$ cat config.mk
export PLATFORM = sky130hd
export DESIGN_NAME = credit_bp_tx
export DESIGN_NICKNAME = d
export VERILOG_FILES = /design/src/rtl/credit_bp_tx.sv
export SDC_FILE = /design/constraint.sdc
export NUM_CORES = 1
export LEC_CHECK = 0
export CORE_AREA = 2 2 82 68
export DETAILED_ROUTE_END_ITERATION = 8
export DIE_AREA = 0 0 84 70
export GPL_ROUTABILITY_DRIVEN = 1
export GPL_TIMING_DRIVEN = 0
export PLACE_DENSITY = 0.67
export SLEW_MARGIN = 20
export SYNTH_ARGS = -nofsm -noshare
export SYNTH_HDL_FRONTEND = slang
export SYNTH_SLANG_ARGS = --single-unit
$ cat constraint.sdc
create_clock -name clk -period 5.1 [get_ports clk]
set_input_delay 0.51 -clock clk [delete_from_list [all_inputs] [get_ports clk]]
set_output_delay 0.51 -clock clk [all_outputs]
set_load 0.01 [all_outputs]
$ cat src/rtl/credit_bp_tx.sv
// rtl/credit_bp_tx.sv - credit-based backpressure link transmitter; optional overflow checker under CREDIT_BP_TX_OVERFLOW_CHECK_EN
module credit_bp_tx #(
    parameter int DEPTH32 = 4,
    parameter int WIDTH   = 32,
    localparam int CMAX   = DEPTH32 * 32 - 1,
    localparam int CW     = $clog2(CMAX + 1)
) (
    input  logic             clk,
    input  logic             rst_n,
    input  logic             i_valid,
    input  logic [WIDTH-1:0] i_data,
    output logic             o_ready,
    output logic             o_push,
    output logic [WIDTH-1:0] o_wdata,
    input  logic             i_credit,
    output logic [CW-1:0]    o_credits,
    output logic             o_idle,
    output logic             o_credit_err
);

    localparam logic [CW-1:0] CMAX_C = CW'(CMAX);
    localparam logic [CW-1:0] ONE_C  = CW'(1);

    logic [CW-1:0]    cnt;
    logic [CW-1:0]    cnt_nxt;
    logic             accept;
    logic             at_max;
    logic             push_q;
    logic [WIDTH-1:0] wdata_q;

    // ready is decoded from the registered count only, so no input can reach it combinationally
    assign o_ready   = (cnt != '0);
    assign accept    = i_valid && o_ready;
    assign at_max    = (cnt == CMAX_C);
    assign o_credits = cnt;
    assign o_push    = push_q;
    assign o_wdata   = wdata_q;
    assign o_idle    = at_max && !push_q;

    // next credit count: spend one per accept, reclaim one per returned credit, saturate at CMAX
    always_comb begin
        cnt_nxt = cnt;
        if (accept && !i_credit) begin
            cnt_nxt = cnt - ONE_C;
        end else if (!accept && i_credit && !at_max) begin
            cnt_nxt = cnt + ONE_C;
        end
    end

    // credit counter register; reset restores a full budget since the receiver restarts empty
    always_ff @(posedge clk) begin
        if (!rst_n) begin
            cnt <= CMAX_C;
        end else begin
            cnt <= cnt_nxt;
        end
    end

    // single link output register; data holds between pushes
    always_ff @(posedge clk) begin
        if (!rst_n) begin
            push_q  <= 1'b0;
            wdata_q <= '0;
        end else begin
            push_q <= accept;
            if (accept) begin
                wdata_q <= i_data;
            end
        end
    end

`ifdef CREDIT_BP_TX_OVERFLOW_CHECK_EN
    logic overflow;
    logic err_q;

    assign overflow     = i_credit && at_max && !accept;
    assign o_credit_err = err_q;

    // sticky record of a credit returned while the budget was already full
    always_ff @(posedge clk) begin
        if (!rst_n) begin
            err_q <= 1'b0;
        end else if (overflow) begin
            err_q <= 1'b1;
`ifndef SYNTHESIS
            $error("credit_bp_tx: credit returned while holding all CMAX credits");
`endif
        end
    end
`else
    assign o_credit_err = 1'b0;
`endif

endmodule

==> impl_metrics.env <==
export IMPL_setup_viol=0
export IMPL_period_share_pct=60.3
export IMPL_yosysWarnings=0
export IMPL_avgSynthCellArea_um2=8.38
export IMPL_p_leak_nw=1.05
export IMPL_die_w_um=84
export IMPL_core_area_um2=5190
export IMPL_yosysSeqAreaShare_pct=46.4
export IMPL_clock_sinks=40
export IMPL_grt_usage_pct=14.8
export IMPL_crit_path_start_kind="input pin"
export IMPL_post_cts_resized=0
export IMPL_synth_seq_cells=40
export IMPL_finalNetCount=332
export IMPL_boundaryPins=79
export IMPL_clk_pin_slew_ns=0.08
export IMPL_p_switching_mw=0.272
export IMPL_start_util_pct=33.2
export IMPL_p_seq_share_pct=43.1
export IMPL_whs_endpoint="o_wdata[14]"
export IMPL_place_gp_congestion=0.810
export IMPL_skew_ns=0.00872
export IMPL_synthMuxAreaShare_pct=4.28
export IMPL_async_flop_share_pct=0
export IMPL_grt_pass1_wl_um=7050
export IMPL_reg2reg_depth=10
export IMPL_netlist_instances=206
export IMPL_cp_end_kind="register"
export IMPL_wl_per_cell_um=12.2
export IMPL_p_comb_share_pct=34.4
export IMPL_power_density_nw_per_um2=332
export IMPL_rows=24
export IMPL_clockPowerShare_pct=22.6
export IMPL_arrival_ns=3.26
export IMPL_yosys_area_top_type="dfxtp_1"
export IMPL_syn_to_final_growth_pct=53.8
export IMPL_ant_nets=0
export IMPL_port_buffers=77
export IMPL_yosys_area_top_type_share_pct=46.4
export IMPL_synth_xor_area_share_pct=2.03
export IMPL_worst_pin_slew_ns=0.504
export IMPL_hold_path_class="reg2reg"
export IMPL_cts_root_buffer="clkbuf_8"
export IMPL_yosysUniqueCellTypes=38
export IMPL_synth_compound_area_share_pct=17.6
export IMPL_vias=1624
export IMPL_worstSetupPathType="in2reg"
export IMPL_drtIter0Drc=52
export IMPL_period_needed_ns=3.08
export IMPL_hold_start="o_wdata[14]"
export IMPL_syn_num_nets=248
export IMPL_rsz0062_at_grt="no"
export IMPL_worst_hold_path_num_cells=2
export IMPL_syn_area_um2=1730
export IMPL_dieArea_um2=5880
export IMPL_drc=0
export IMPL_drt_pass1_iterations=4
export IMPL_p_int_mw=0.609
export IMPL_dp_cells=348
export IMPL_irDropWorstVdd_mv=0.173
export IMPL_max_freq_mhz=325
export IMPL_htree_levels=2
export IMPL_grt_start_max_net_pins=12
export IMPL_swShare_pct=30.9
export IMPL_max_slew_margin_rel_pct=66.4
export IMPL_finalHoldViolCount=0
export IMPL_status="complete, no violations"
export IMPL_synth_area_leaders="dfxtp_1 46%, nand2_1 15%, a21boi_0 6.5%"
export IMPL_synthFlopType="dfxtp_1"
export IMPL_r2r_start="o_credits[0]"
export IMPL_reg2reg_to="o_credits[6]"
export IMPL_reg2reg_setup_slack_ns=2.12
export IMPL_postCtsSetupBuffers=0
export IMPL_grt_pass1_vias=1557
export IMPL_viasPerCell=4.57
export IMPL_synth_edf_count=0
export IMPL_antenna_found_initial=0
export IMPL_layout_drive_gt1_share_pct=6.21
export IMPL_hpwl_um=3130
export IMPL_maxCapViolCount=0
export IMPL_finalSetupTns_ns=0
export IMPL_grt_overflow_total=0
export IMPL_power_mw=0.881
export IMPL_yosys_area_share_adder_pct=4.78
export IMPL_synth_top_family_by_area="simple AND/OR/NAND/NOR gates"
export IMPL_critPathRequiredTime_ns=5.28
export IMPL_clock_path_buffers=2
export IMPL_crit_fanout=7
export IMPL_cts_tree="done"
export IMPL_cts_buffers=5
export IMPL_yosys_area_share_simple_pct=20.2
export IMPL_routed_wl_um=4320
export IMPL_clock_latency_ns=0.29
export IMPL_cts_hold_buf=0
export IMPL_slew_viol_final=0
export IMPL_diodes=0
export IMPL_die_h_um=70
export IMPL_layoutNonFillerInstCount=355
[sequential cells by signal, summed over array words and instances, names as in the netlist]
signal,count
o_wdata,32
o_credits,7
o_push,1
[area by class of cell]
type,count,area (um2)
Clock inverter,1,5.00
Sequential cell,40,801
Multi-Input combinational cell,150,848
Inverter,5,18.8
Tap cell,65,81.3
Timing Repair Buffer,77,771
Clock buffer,6,72.6
Fill cell,523,2540
Buffer,11,58.8
[critical path, stage by stage]
cell,delay [ns]
clkdlybuf4s50_1,0.47
a21bo_1,0.21
buf_6,0.13
nor2_1,0.39
ha_1,0.37
nor2b_1,0.16
o31a_1,0.25
o22ai_1,0.19
mux2i_1,0.23
mux2_2,0.34
[cells by family after synthesis]
kind of cell / after synthesis
and+or+nand+nor: 85
AOI/OAI and AO/OA: 48
DFF: 40
buffers and inverters: 16
adders and majority gates: 6
muxes: 6
xor gates and xnor gates: 4
other: 1
[how the worst max path moves through the flow]
stage	startpoint	endpoint	slack, ns	depth (start not counted)
finish	i_valid	o_credits[6]	2.02	10
global route	i_valid	o_credits[6]	1.80	10
CTS	i_valid	o_credits[6]	2.04	10
detailed placement	i_valid	o_credits[6]	1.76	10
global placement	i_valid	o_credits[6]	1.74	10
floorplan	o_credits[0]	o_credits[6]	2.40	10
[cells in the mapped netlist (2+ instances only)]
library cell and count:
ha_1 5, a21oi_1 20, a21boi_0 15, buf_2 5, nand2_1 70, nor3_1 2
inv_1 4, nor2_1 4, dfxtp_1 40, mux2i_1 4, clkbuf_1 4, xnor2_1 4
o21ai_0 3, and2_1 2
[placed cells by master, fill, tap and decap left out, drive strengths merged]
master,instances
a211o,1
a211oi,1
a21bo,1
a21boi,16
a21o,1
a21oi,20
and2,2
buf,7
clkbuf,10
clkdlybuf4s50,77
clkinv,2
conb,1
dfxtp,40
fa,1
ha,5
inv,4
mux2,1
mux2i,5
nand2,70
nand2b,1
nand3,1
nand4,1
nor2,5
nor2b,1
nor3,2
nor4,1
o21a,1
o21ai,4
o21bai,1
o22ai,1
o31a,1
or2,1
xnor2,4
[per-layer routing]
metal	vias up	track usage, %	part of all wire, %
met1	728	19.5	47
met5	-	0	0
li1	843	-	-
met2	51	24.4	47
met4	0	4.30	0.32
met3	2	3.55	5.9
[power groups by stage]
stage	sequential, mW	clock (mW)	combinational [mW]
6_report	0.379	0.199	0.303
3_3_place_gp	0.386	0	0.300
5_1_grt	0.385	0.222	0.334
2_1_floorplan	0.395	0	0.163
4_1_cts	0.380	0.206	0.306
3_5_place_dp	0.387	0	0.303
[through the flow]
step	util (%)	hold slack [ns]	area [um2]	setup WS [ns]
floorplan	-	0.481	1730	2.40
global placement	49.6	0.441	2580	1.74
detailed placement	49.6	0.445	2580	1.76
CTS	51.1	0.455	2660	2.04
global route	51.1	0.485	2660	1.80
finish	51.1	0.454	2660	2.02
Power figures use the tool's default switching activity.
